File: config.mk
export PLATFORM = sky130hd
export DESIGN_NAME = egress_cpld_gen
export DESIGN_NICKNAME = d
export VERILOG_FILES = /design/src/rtl/egress_cpld_gen_pkg.sv /design/src/rtl/egress_cpld_gen_cpl_sync_fifo.sv /design/src/rtl/egress_cpld_gen.sv
export SDC_FILE = /design/constraint.sdc
export NUM_CORES = 1
export LEC_CHECK = 0
export BUFFER_PORTS_ARGS = -buffer_cell sky130_fd_sc_hd__buf_2
export CAP_MARGIN = 25
export CORE_MARGIN = 4
export CORE_UTILIZATION = 43
export CTS_CLUSTER_DIAMETER = 50
export CTS_CLUSTER_SIZE = 24
export DETAILED_ROUTE_END_ITERATION = 16
export PLACE_DENSITY = 0.62
export SLEW_MARGIN = 40
export SYNTH_ARGS = -nofsm -noshare
export SYNTH_HDL_FRONTEND = slang
export SYNTH_SLANG_ARGS = --single-unit
File: constraint.sdc
create_clock -name clk -period 3.1 [get_ports clk]
set_input_delay 0.155 -clock clk [delete_from_list [all_inputs] [get_ports clk]]
set_output_delay 0.155 -clock clk [all_outputs]
set_load 0.03 [all_outputs]
File: src/rtl/egress_cpld_gen_pkg.sv
// Shared TLP constants, request/header types and FSM encoding for egress_cpld_gen.
// Header DW layout follows the PCIe 3DW completion-with-data format.
package egress_cpld_gen_pkg;

    localparam logic [2:0]  FMT_3DW_DATA   = 3'b010;
    localparam logic [4:0]  TYPE_CPL       = 5'b01010;
    localparam logic [2:0]  CPL_STATUS_SC  = 3'b000;
    localparam logic [2:0]  CPL_STATUS_UR  = 3'b001;
    localparam logic [2:0]  CPL_STATUS_CA  = 3'b100;
    localparam logic [9:0]  LENGTH_1DW     = 10'd1;
    localparam logic [11:0] BYTE_COUNT_1DW = 12'd4;

    typedef struct packed {
        logic [2:0]  tc;
        logic [1:0]  attr;
        logic [15:0] id;
        logic [7:0]  tag;
        logic [6:0]  addr_lo;
    } req_entry_t;

    typedef struct packed {
        logic [31:0] dw2;
        logic [31:0] dw1;
        logic [31:0] dw0;
    } cpld_hdr_t;

    typedef enum logic [1:0] {
        ST_IDLE = 2'd0,
        ST_HDR  = 2'd1,
        ST_DATA = 2'd2
    } cpl_state_t;

    function automatic cpld_hdr_t build_cpld_hdr(input req_entry_t req, input logic [15:0] cmpl_id);
        cpld_hdr_t hdr;
        hdr.dw0 = {FMT_3DW_DATA, TYPE_CPL, 1'b0, req.tc, 4'b0000, 1'b0, 1'b0,
                   req.attr, 2'b00, LENGTH_1DW};
        hdr.dw1 = {cmpl_id, CPL_STATUS_SC, 1'b0, BYTE_COUNT_1DW};
        hdr.dw2 = {req.id, req.tag, 1'b0, req.addr_lo};
        return hdr;
    endfunction

endpackage

File: src/rtl/egress_cpld_gen_cpl_sync_fifo.sv
// Single-clock FIFO with occupancy count; DEPTH must be a power of 2.
// Head entry is presented combinationally on o_data while not empty.
module cpl_sync_fifo #(
    parameter int WIDTH = 32,
    parameter int DEPTH = 4
) (
    input  logic             i_clk,
    input  logic             i_rst_n,
    input  logic             i_push,
    input  logic [WIDTH-1:0] i_data,
    input  logic             i_pop,
    output logic [WIDTH-1:0] o_data,
    output logic             o_empty,
    output logic             o_full,
    output logic [$clog2(DEPTH):0] o_count
);

    localparam int AW = $clog2(DEPTH);
    localparam int CW = AW + 1;

    logic [WIDTH-1:0] r_mem [DEPTH];
    logic [AW-1:0]    r_wr_ptr;
    logic [AW-1:0]    r_rd_ptr;
    logic [CW-1:0]    r_count;
    logic             w_push;
    logic             w_pop;

    assign o_empty = (r_count == '0);
    assign o_full  = (r_count == CW'(DEPTH));
    assign o_count = r_count;
    assign o_data  = r_mem[r_rd_ptr];
    assign w_push  = i_push && !o_full;
    assign w_pop   = i_pop && !o_empty;

    always_ff @(posedge i_clk) begin
        if (w_push) begin
            r_mem[r_wr_ptr] <= i_data;
        end
    end

    // Pointers wrap naturally because DEPTH is a power of 2.
    always_ff @(posedge i_clk or negedge i_rst_n) begin
        if (!i_rst_n) begin
            r_wr_ptr <= '0;
            r_rd_ptr <= '0;
            r_count  <= '0;
        end else begin
            if (w_push) begin
                r_wr_ptr <= r_wr_ptr + AW'(1);
            end
            if (w_pop) begin
                r_rd_ptr <= r_rd_ptr + AW'(1);
            end
            case ({w_push, w_pop})
                2'b10:   r_count <= r_count + CW'(1);
                2'b01:   r_count <= r_count - CW'(1);
                default: r_count <= r_count;
            endcase
        end
    end

endmodule

File: src/rtl/egress_cpld_gen.sv
// Pairs accepted read requests with returned register data and emits 2-beat 1-DW CplD TLPs.
// Define EGRESS_CPLD_BYTE_SWAP_EN to byte-reverse the payload DW.
module egress_cpld_gen
    import egress_cpld_gen_pkg::*;
#(
    parameter int REQ_DEPTH = 4,
    parameter int DATA_W    = 64,
    parameter int KEEP_W    = 8
) (
    input  logic              clk,
    input  logic              rst_n,
    input  logic [15:0]       completer_id,
    input  logic              req_valid,
    output logic              req_rdy,
    input  logic [15:0]       req_id,
    input  logic [7:0]        req_tag,
    input  logic [2:0]        req_tc,
    input  logic [1:0]        req_attr,
    input  logic [6:0]        req_addr_lo,
    input  logic [31:0]       rd_data,
    input  logic              rd_data_valid,
    output logic [DATA_W-1:0] cpl_data,
    output logic [KEEP_W-1:0] cpl_keep,
    output logic              cpl_valid,
    output logic              cpl_last,
    input  logic              cpl_rdy,
    output logic              err_orphan,
    output logic [1:0]        dbg_state
);

    localparam int CW = $clog2(REQ_DEPTH) + 1;

    cpl_state_t  r_state;
    cpl_state_t  w_state_next;
    logic [CW-1:0] r_outstanding;
    logic [15:0] r_cmpl_id;
    logic        r_err_orphan;

    req_entry_t  w_req_in;
    req_entry_t  w_req_head;
    logic [31:0] w_dat_head;
    logic [31:0] w_payload;
    cpld_hdr_t   w_hdr;
    logic [CW-1:0] w_req_count;
    logic [CW-1:0] w_dat_count;
    logic        w_req_empty;
    logic        w_req_full;
    logic        w_dat_empty;
    logic        w_dat_full;
    logic        w_req_accept;
    logic        w_data_accept;
    logic        w_cpl_done;
    logic        w_req_more;
    logic        w_dat_more;

    assign req_rdy       = rst_n && (r_outstanding != CW'(REQ_DEPTH)) && !w_req_full;
    assign w_req_accept  = req_valid && req_rdy;
    assign w_cpl_done    = (r_state == ST_DATA) && cpl_rdy;
    // Data is only legitimate while some accepted request is still waiting for its value.
    assign w_data_accept = rd_data_valid && (r_outstanding > w_dat_count) && !w_dat_full;
    assign w_req_in      = '{tc: req_tc, attr: req_attr, id: req_id, tag: req_tag, addr_lo: req_addr_lo};
    assign err_orphan    = r_err_orphan;
    assign dbg_state     = r_state;

`ifdef EGRESS_CPLD_BYTE_SWAP_EN
    assign w_payload = {w_dat_head[7:0], w_dat_head[15:8], w_dat_head[23:16], w_dat_head[31:24]};
`else
    assign w_payload = w_dat_head;
`endif

    assign w_hdr = build_cpld_hdr(w_req_head, r_cmpl_id);

    cpl_sync_fifo #(.WIDTH($bits(req_entry_t)), .DEPTH(REQ_DEPTH)) u_req_fifo (
        .i_clk   (clk),
        .i_rst_n (rst_n),
        .i_push  (w_req_accept),
        .i_data  (w_req_in),
        .i_pop   (w_cpl_done),
        .o_data  (w_req_head),
        .o_empty (w_req_empty),
        .o_full  (w_req_full),
        .o_count (w_req_count)
    );

    cpl_sync_fifo #(.WIDTH(32), .DEPTH(REQ_DEPTH)) u_dat_fifo (
        .i_clk   (clk),
        .i_rst_n (rst_n),
        .i_push  (w_data_accept),
        .i_data  (rd_data),
        .i_pop   (w_cpl_done),
        .o_data  (w_dat_head),
        .o_empty (w_dat_empty),
        .o_full  (w_dat_full),
        .o_count (w_dat_count)
    );

    // Entries remaining after the DATA-beat pop, counting a same-cycle push.
    assign w_req_more = (w_req_count > CW'(1)) || w_req_accept;
    assign w_dat_more = (w_dat_count > CW'(1)) || w_data_accept;

    always_ff @(posedge clk or negedge rst_n) begin
        if (!rst_n) begin
            r_state       <= ST_IDLE;
            r_outstanding <= '0;
            r_cmpl_id     <= '0;
            r_err_orphan  <= 1'b0;
        end else begin
            r_state <= w_state_next;
            case ({w_req_accept, w_cpl_done})
                2'b10:   r_outstanding <= r_outstanding + CW'(1);
                2'b01:   r_outstanding <= r_outstanding - CW'(1);
                default: r_outstanding <= r_outstanding;
            endcase
            if (w_state_next == ST_HDR && r_state != ST_HDR) begin
                r_cmpl_id <= completer_id;
            end
            if (rd_data_valid && !w_data_accept) begin
                r_err_orphan <= 1'b1;
            end
        end
    end

    always_comb begin
        w_state_next = r_state;
        cpl_valid    = 1'b0;
        cpl_last     = 1'b0;
        cpl_keep     = '0;
        cpl_data     = '0;
        case (r_state)
            ST_IDLE: begin
                if (!w_req_empty && !w_dat_empty) begin
                    w_state_next = ST_HDR;
                end
            end
            ST_HDR: begin
                cpl_valid = 1'b1;
                cpl_keep  = {KEEP_W{1'b1}};
                cpl_data  = {w_hdr.dw1, w_hdr.dw0};
                if (cpl_rdy) begin
                    w_state_next = ST_DATA;
                end
            end
            ST_DATA: begin
                cpl_valid = 1'b1;
                cpl_last  = 1'b1;
                cpl_keep  = {KEEP_W{1'b1}};
                cpl_data  = {w_payload, w_hdr.dw2};
                if (cpl_rdy) begin
                    w_state_next = (w_req_more && w_dat_more) ? ST_HDR : ST_IDLE;
                end
            end
            default: begin
                w_state_next = ST_IDLE;
            end
        endcase
    end

endmodule
==> flow_summary.ini, run 1 <==
[outcome]
status = finished, final reports clean

[setup_path]
crit_chain = inv_1 -> ha_1 -> and2_2 -> a22o_1 -> buf_2
critPathLaunch = dbg_state[1]
cp.arrival_ns = 2.78
path_class = register to output port
cp-start-kind = register
crit_slowest_cell = and2_2
cp.required_ns = 2.94
rr_startpoint = u_dat_fifo.o_count[1]
crit_fanout = 26
end_kind = output port
cpPeakStageDelay_ns = 0.70

[sta]
period_share = 0.946
timing.fmax_ghz = 0.341
slew_headroom = 0.492
maxSlewViolCount = 0
fin_skew_ns = 0.0299
rsz0062_at_grt = no
finalHoldViolCount = 0
setup_viol = 0
fin_crit_ns = 2.93
final.setup.tns_ns = 0
worst_pin_slew_ns = 0.761

[power_and_ir_drop]
switching_power_uw = 4760
p_seq_frac = 0.407
powerDensity_nw_per_um2 = 905
combPwrFrac = 0.331
p_leak_uw = 0.00583
clkPwrFrac = 0.262
total_power_uw = 14100
p_int_uw = 9350
peakVddDrop_mv = 0.585
switching_share = 0.337

[cts]
cts_buffers = 29
cts.repair.resized = 0
ctsHoldBuffers = 87
cts_tree = yes
clk_path_buf_depth = 3
clock_sinks = 308
cts-root-buf = clkbuf_16
clk_pin_slew_ns = 0.07
htree_levels = 1
clkLatencyLatePin_ns = 0.57
cts_setup_buffers = 0

[global_routing]
grt_overflow = 0
grt_pass1_vias = 7288
grt_max_degree = 64
antenna_found_initial = 0
grt_pass1_wl_um = 39500
grtUsageTotal = 0.160

[layout]
layout-drive-gt1-share = 0.369
multi_input_area_um2 = 3060
nets = 992
areaGrowthSynthToFinish_pct = 25.7
fin_area_um2 = 15600
n_antenna_cell = 0
n_fill_cell = 2200
regArea_um2 = 9070
layoutNonFillerInstCount = 1277

[die]
num_rows = 61
die_w_um = 178
dieArea_um2 = 31600
io_pins = 167
die_y_um = 178
floorplan.initialDensity = 0.441
core_um2 = 28100

[route]
dr.first_iter.drc_count = 310
drtPass1Iterations = 6
vias = 6487
wl_per_cell_um = 19.6
vias_per_cell = 5.08
drt_wl_total_um = 25000
drc_errors = 0
postRouteAntennaNets = 0

[place]
post-dp-hpwl_um = 15600
io_buffers = 165
dp.cells = 1136
gp_congestion = 0.763
dpl_cell_area_um2 = 13700

[synthesis]
ys_seq_area_frac = 0.732
post-synth-top-area-cell = edfxtp_1
synthDistinctLibCells = 36
async_reset_ff_frac = 0.117
synth.area.top_cells = edfxtp_1, mux4_2, dfrtp_1
syn_nets = 731
synth_top_area_frac = 0.659
yosys_warnings = 0
synth-edff-count = 272
syn_avg_cell_area_um2 = 20.2
syn_area_um2 = 12400
synthCells = 615
ys.flop_type = edfxtp_1
synth_seq_cells = 308

[job]
maxCapViolations = 0

[hold_path]
hold_start = req_valid
hold_class = input pin to register
-- placed cells by master (no fill, tap or decap), types with 5 or more instances in the layout --
cell           count
edfxtp_1         272
buf_2            165
dlygate4sd3_1     87
mux4_2            68
and2_1            38
dfrtp_1           32
clkbuf_16         29
ha_1              26
a22o_1            21
inv_1             19
nand2_1           12
mux2_4            10
xnor2_1           10
buf_4             10
nor2_1             9
o21ai_0            9
and2_2             6
a21o_1             6
mux2_2             6
xor2_1             5
inv_6              5
inv_8              5
buf_12             5
-- sequential cells by signal, indices dropped and copies added (netlist names), 2 cells and up --
| name | flops |
|---|---|
| dbg_state | 2 |
| r_cmpl_id | 16 |
| r_outstanding | 3 |
| u_dat_fifo.o_count | 3 |
| u_dat_fifo.r_mem | 128 |
| u_dat_fifo.r_rd_ptr | 2 |
| u_dat_fifo.r_wr_ptr | 2 |
| u_req_fifo.o_count | 3 |
| u_req_fifo.r_mem | 144 |
| u_req_fifo.r_rd_ptr | 2 |
| u_req_fifo.r_wr_ptr | 2 |
-- through the flow --
step	util	hold WS, ns	setup slack, ns
2_1_floorplan	-	-0.141	0.634
3_3_place_gp	0.487	0.304	0.833
3_5_place_dp	0.487	0.318	0.719
4_1_cts	0.555	0.0974	0.118
5_1_grt	0.555	0.107	0.0295
6_report	0.555	0.113	0.169
-- power by group through the flow --
stage                     Clock (µW)  Sequential, µW  Combinational [µW]
after floorplan                    0            5530                3760
after global placement             0            5790                4540
after detailed placement           0            5840                4660
after CTS                       3800            5760                4760
after global routing            3990            5830                5060
final                           3700            5740                4670
-- routing by layer --
layer | GRT usage | vias up | wire, µm
li1 | - | 2950 | -
met1 | 0.195 | 3324 | 9910
met2 | 0.292 | 182 | 13100
met3 | 0.0388 | 31 | 1660
met4 | 0.0296 | 0 | 367
met5 | 0 | - | 0
-- final timing paths --
check	to	slack, ns	cells after the start
worst max-delay path	cpl_data[56]	0.17	5
worst min-delay path	u_req_fifo.r_wr_ptr[0]	0.11	3
worst max register to register	r_cmpl_id[2]	0.74	8
worst min register to register	err_orphan	0.46	1
max in group asynchronous	u_dat_fifo.r_rd_ptr[0]	2.44	3
min in group asynchronous	u_dat_fifo.r_rd_ptr[1]	0.25	3
-- final cells by class --
class | count | share of cell area
Sequential cell | 308 | 0.582
Multi-Input combinational cell | 251 | 0.196
Timing Repair Buffer | 267 | 0.120
Clock buffer | 32 | 0.0473
Tap cell | 378 | 0.0304
Clock inverter | 22 | 0.0189
Inverter | 19 | 0.00458
-- synthesized netlist by cell type (2+ instances only) --
library cell / instances
and2_1: 44
a21oi_1: 4
edfxtp_1: 272
and3_1: 6
buf_2: 6
a22o_1: 21
inv_1: 19
buf_1: 4
o21ai_0: 9
xnor2_1: 10
mux2_4: 10
xor2_1: 5
mux2_2: 6
nor2_1: 9
a21o_1: 6
ha_1: 26
nor2b_1: 2
buf_4: 9
clkbuf_1: 16
mux2i_1: 2
dfrtp_1: 36
mux4_2: 68
nand2_1: 12
-- critical path: cells and delay by family, from the launching register on --
family	cells	cell delay, ns
adder cells (fa/ha/maj)	1	0.43
AO/OA/AOI/OAI	1	0.32
flip-flops	1	0.44
buffers and inverters	2	0.32
AND/OR/NAND/NOR	1	0.70
-- kinds of logic (layout without fill, tap and decap cells) --
logic type	after synthesis	count (layout)	share of synthesized area
adders and majority gates	27	27	0.0279
and+or+nand+nor	78	78	0.0368
DFF	308	308	0.732
AOI/OAI and AO/OA	44	44	0.0277
muxes	86	86	0.143
xor gates and xnor gates	15	15	0.0106
other	1	1	0.000303
buffers and inverters	56	340	0.0222
No activity file was read; power rests on OpenSTA's default activity.
==> run 2: changes to the inputs <==
ABC_AREA = 1   (was not set)
CTS_CLUSTER_SIZE = not set   (was 24)
==> run 2 against run 1 <==
  * Total power increased by 9.0%
  * Final cell count increased by 34%
  * Clock skew decreased by 0.017 ns
  * Critical path type unchanged
  * Critical endpoint is now cpl_data[54]
  * Sequential cell count unchanged
  * Largest power group is now combinational logic
  * Largest cell class unchanged
  * Maximum frequency increased by 3.3%
==> flow_summary.ini, run 2 <==
[synthesis]
synth_top_area_frac = 0.642
synth_xor_area_frac = 0.00964
synthDistinctLibCells = 32
yosys-top-cells-count = edfxtp_1, nor2_1, o21ai_0
syn_avg_cell_area_um2 = 12.1
yosys_warnings = 0
synth.area.top_cells = edfxtp_1, nor2_1, dfrtp_1
synth_compound_area_frac = 0.104
yosysMostFrequentCell = edfxtp_1
async_reset_ff_frac = 0.117
ys.flop_type = edfxtp_1
post-synth-top-area-cell = edfxtp_1
ys_seq_area_frac = 0.713
yosys.area_share.simple = 0.110
synth_seq_cells = 308
synthAdderAreaFrac = 0.0272
synth_top_family_by_area = simple AND/OR/NAND/NOR gates
syn_nets = 1164
synthMuxAreaShare = 0
synthCells = 1048
syn_area_um2 = 12700
synth-edff-count = 272

[power_and_ir_drop]
switching_share = 0.384
switching_power_uw = 5900
powerDensity_nw_per_um2 = 960
p_int_uw = 9480
clkPwrFrac = 0.266
peakVddDrop_mv = 0.507
p_leak_uw = 0.00609
p_seq_frac = 0.365
combPwrFrac = 0.368

[global_routing]
grt_overflow = 0
antenna_found_initial = 1
grt_max_degree = 75
grt_pass1_wl_um = 48000
grtUsageTotal = 0.184
grt_pass1_vias = 8751

[sta]
final.setup.tns_ns = 0
fin_skew_ns = 0.0134
maxSlewViolCount = 0
fin_crit_ns = 2.84
worst_pin_slew_ns = 0.792
fin_ws_ns = 0.262
setup_viol = 0
rsz0062_at_grt = no
timing.fmax_ghz = 0.352
period_share = 0.916
finalHoldViolCount = 0
slew_headroom = 0.472

[setup_path]
crit_chain = inv_1 -> ha_1 -> buf_4 -> clkinvlp_4 -> nor2_1 -> buf_2
cpLargestDelayFamily = buffers and inverters
crit_fanout = 21
r2r_end = r_cmpl_id[14]
crit_slowest_cell = dfrtp_1
rr_startpoint = u_dat_fifo.o_count[1]
cpPeakStageDelay_ns = 0.44
r2r_cells = 14
end_kind = output port
crit_buf_inv = 4
rrSetupSlack_ns = 0.79
cp.required_ns = 2.94
path_class = register to output port
cp.arrival_ns = 2.68
cp-start-kind = register

[cts]
cts_buffers = 36
clkLatencyLatePin_ns = 0.51
clk_pin_slew_ns = 0.06
htree_levels = 2
clock_sinks = 308
cts_tree = yes
clk_path_buf_depth = 3
cts_setup_buffers = 0
cts-root-buf = clkbuf_16

[layout]
final_common_cell = edfxtp_1
reg_top3 = u_req_fifo.r_mem: 144 flops, u_dat_fifo.r_mem: 128 flops, r_cmpl_id: 16 flops
n_fill_cell = 2428
areaGrowthSynthToFinish_pct = 25.9
nets = 1412
layout-drive-gt1-share = 0.201
largest_reg_flops = 144
final_cell_mix = edfxtp_1, nor2_1, buf_2, o21ai_0, dlygate4sd3_1
regMostFlops = u_req_fifo.r_mem

[hold_path]
hold_class = input pin to register
hold_depth = 5
hold_start = cpl_rdy
holdPathEnd = dbg_state[0]

[route]
vias = 8783
drt_wl_total_um = 30400
vias_per_cell = 5.15
drtPass1Iterations = 5
postRouteAntennaNets = 0
dr.first_iter.drc_count = 682
wl_per_cell_um = 17.8
drc_errors = 0

[die]
num_rows = 62
die_w_um = 180
floorplan.initialDensity = 0.439
core_um2 = 28900
dieArea_um2 = 32400
io_pins = 167
die_y_um = 180

[place]
post-dp-hpwl_um = 17900
gp_congestion = 0.768
place_ws_ns = 0.802
io_buffers = 165

[outcome]
status = finished, final reports clean

[job]
maxCapViolations = 0
[run 2: layer usage]
layer  routed length (µm)  vias up  track usage
met4                  716        0       0.0594
met3                 1370       59       0.0329
li1                     -     4200            -
met1                13200     4290        0.237
met5                    0        -            0
met2                15100      234        0.317
[run 2: cell type report]
type / instances / area [µm²] / area share
inverter: 40 / 154 / 0.00961
sequential: 308 / 9070 / 0.566
clock buffer: 44 / 931 / 0.0581
antenna: 1 / 2.50 / 0.000156
timing repair buffer: 276 / 1890 / 0.118
multi-input combinational: 634 / 3260 / 0.204
tap: 384 / 480 / 0.0300
clock inverter: 19 / 229 / 0.0143
[run 2: how the worst max path moves through the flow]
stage,startpoint,to,slack (ns),depth (start not counted)
2_1_floorplan,u_req_fifo.o_count[0],u_req_fifo.r_mem[0][0],0.12,5
3_3_place_gp,dbg_state[1],cpl_data[54],0.81,6
3_5_place_dp,dbg_state[1],cpl_data[49],0.80,6
4_1_cts,dbg_state[1],cpl_data[49],0.24,6
5_1_grt,dbg_state[1],cpl_data[49],0.09,6
6_report,dbg_state[1],cpl_data[54],0.26,6
[run 2: power groups by stage]
stage               clock [µW]  sequential [µW]  combinational (µW)
floorplan                    0             5680                4000
global placement             0             5680                5570
detailed placement           0             5690                5620
CTS                       4200             5610                5740
global route              4380             5680                6310
finish                    4100             5610                5670
[run 2: tightest hold or removal path: stages]
cell and delay [ns]:
buf_2 0.12, nand3_1 0.08, nand2_1 0.06, nand2_2 0.08
a21oi_1 0.06
[run 2: kinds of logic (layout without fill, tap and decap cells)]
logic type,Yosys count,after routing
xor+xnor,14,14
fa+ha+maj,27,27
other cells,1,2
flops,308,308
compound gates,246,246
buf+inv,106,379
simple gates,346,346
[run 2: per-stage QoR]
step           std cells  hold slack [ns]  total power (µW)  area (µm²)  utilization
2_1_floorplan       1048           -0.141              9670       12700            -
3_3_place_gp        1556            0.261             11200       14000        0.483
3_5_place_dp        1556            0.269             11300       14000        0.483
4_1_cts             1705           0.0813             15600       16000        0.553
5_1_grt             1706            0.112             16400       16000        0.553
6_report            1706           0.0965             15400       16000        0.553
[run 2: repair_timing]
action	4_1_cts	5_1_grt
endpoints found under the setup margin	0	17
resized for setup	0	1
hold endpoints to repair	325	0
hold buffers	86	0
==> run 3: changes to the inputs <==
CORE_UTILIZATION = 58   (was 43)
PLACE_DENSITY = 0.8   (was 0.62)
clock period = 2.8 ns   (was 3.1 ns; I/O delays follow)
==> run 3 against run 2 <==
  * Final cell count is 6.7% lower
  * Combinational power grew 11%
  * Total power increased by 9.0%
  * Count of clock-buffer cells in the layout decreased by 12
  * Wire length shrank 3.1%
  * Clock power increased by 2%
  * Global-route usage increased by 5.4 points
  * Die area is 25% lower
  * Critical path type unchanged
  * Via count increased by 2.0%
==> flow_summary.ini, run 3 (synthesis gave the netlist of run 2 again) <==
[outcome]
status = finished, final reports clean

[layout]
n_antenna_cell = 0
areaGrowthSynthToFinish_pct = 24.8
final_cell_mix = edfxtp_1, nor2_1, buf_2, o21ai_0, dlygate4sd3_1
n_fill_cell = 1318
nets = 1408
final_common_cell = edfxtp_1
regArea_um2 = 9070
largest_reg_flops = 144
layout-drive-gt1-share = 0.200
multi_input_area_um2 = 3270
reg_top3 = u_req_fifo.r_mem: 144 flops, u_dat_fifo.r_mem: 128 flops, r_cmpl_id: 16 flops
regMostFlops = u_req_fifo.r_mem
final_core_util = 0.746

[setup_path]
crit_chain = inv_1 -> ha_1 -> buf_8 -> nand2_1 -> buf_4 -> a21oi_1 -> buf_2
cp-start-kind = register
rrSetupSlack_ns = 0.52
cpLargestDelayFamily = buffers and inverters
crit_buf_inv = 4
worst-path-stages = 7
cpPeakStageDelay_ns = 0.42
crit_fanout = 37
rr_startpoint = u_dat_fifo.o_count[2]
end_kind = output port
crit_slowest_cell = dfrtp_1
path_class = register to output port
cp.arrival_ns = 2.52
cp.required_ns = 2.66
r2r_end = u_dat_fifo.o_count[2]
r2r_cells = 10

[place]
io_buffers = 165
place_ws_ns = 0.454
post-dp-hpwl_um = 16600
gp_congestion = 0.765

[cts]
clock_sinks = 308
htree_levels = 1
cts_tree = yes
cts-root-buf = clkbuf_16
cts_setup_buffers = 0
clk_pin_slew_ns = 0.06
clk_path_buf_depth = 3
cts_buffers = 31
clkLatencyLatePin_ns = 0.56

[die]
core_um2 = 21300
dieArea_um2 = 24400
die_w_um = 156
die_y_um = 156
num_rows = 53
io_pins = 167
floorplan.initialDensity = 0.597

[sta]
fin_crit_ns = 2.66
finalHoldViolCount = 0
fin_ws_ns = 0.135
maxSlewViolCount = 0
rsz0062_at_grt = no
slew_headroom = 0.568
setup_viol = 0
worst_pin_slew_ns = 0.648
period_share = 0.952
fin_skew_ns = 0.0182
timing.fmax_ghz = 0.375

[global_routing]
antenna_found_initial = 0
grt_overflow = 0
grt_pass1_wl_um = 46000
grt_max_degree = 75
grt_pass1_vias = 8982
grtUsageTotal = 0.238

[hold_path]
hold_start = req_valid
hold_class = input pin to register
hold_depth = 3
holdPathEnd = u_req_fifo.r_wr_ptr[1]

[route]
dr.first_iter.drc_count = 846
drc_errors = 0
vias_per_cell = 5.63
drtPass1Iterations = 5
postRouteAntennaNets = 0
wl_per_cell_um = 18.5
drt_wl_total_um = 29400
vias = 8957

[power_and_ir_drop]
p_leak_uw = 0.00608
peakVddDrop_mv = 0.739
powerDensity_nw_per_um2 = 1060

[job]
maxCapViolations = 0
## run 3: layer usage
layer | up-vias | GRT usage | share of wire
li1 | 4191 | - | -
met1 | 4298 | 0.300 | 0.38
met2 | 404 | 0.424 | 0.52
met3 | 64 | 0.0377 | 0.081
met4 | 0 | 0.0742 | 0.024
met5 | - | 0 | 0
## run 3: how the worst max path moves through the flow
stage                               start                      to
detailed placement           dbg_state[1]            cpl_data[54]
CTS                          dbg_state[1]            cpl_data[15]
global placement             dbg_state[1]            cpl_data[55]
floorplan           u_req_fifo.o_count[0]  u_req_fifo.r_mem[0][0]
finish                       dbg_state[0]            cpl_data[26]
global route                 dbg_state[0]            cpl_data[26]
## run 3: per-stage QoR
| step | instances | power [µW] | hold slack (ns) | TNS [ns] | area [µm²] |
|---|---|---|---|---|---|
| CTS | 1592 | 16800 | 0.0379 | 0 | 15800 |
| floorplan | 1048 | 10700 | -0.156 | -26.03 | 12700 |
| finish | 1592 | 16800 | 0.0475 | 0 | 15900 |
| detailed placement | 1446 | 12400 | 0.235 | 0 | 13900 |
| global route | 1592 | 17800 | 0.0471 | 0 | 15900 |
| global placement | 1446 | 12200 | 0.230 | 0 | 13900 |
## run 3: layout make-up
| cell class | count | share of cell area |
|---|---|---|
| Sequential cell | 308 | 0.571 |
| Multi-Input combinational cell | 634 | 0.206 |
| Timing Repair Buffer | 276 | 0.124 |
| Clock buffer | 32 | 0.0491 |
| Tap cell | 275 | 0.0217 |
| Clock inverter | 26 | 0.0177 |
| Inverter | 40 | 0.00993 |
| Timing Repair inverter | 1 | 0.000473 |
## run 3: power by group
part / internal (µW) / switching [µW]
Combinational: 1880 / 4440
Sequential: 5920 / 335
Clock: 2500 / 1700
## run 3: timing repair
| item | in CTS | in global routing |
|---|---|---|
| endpoints found under the setup margin | 21 | 35 |
| cloned | 1 | 0 |
| endpoints found under the hold margin | 326 | 0 |
| hold buffers | 87 | 0 |
| gates resized for setup | 3 | 5 |
## run 3: tightest hold or removal path: stages
cell     delay, ns
buf_2         0.13
nand3_4       0.19
a21oi_1       0.10
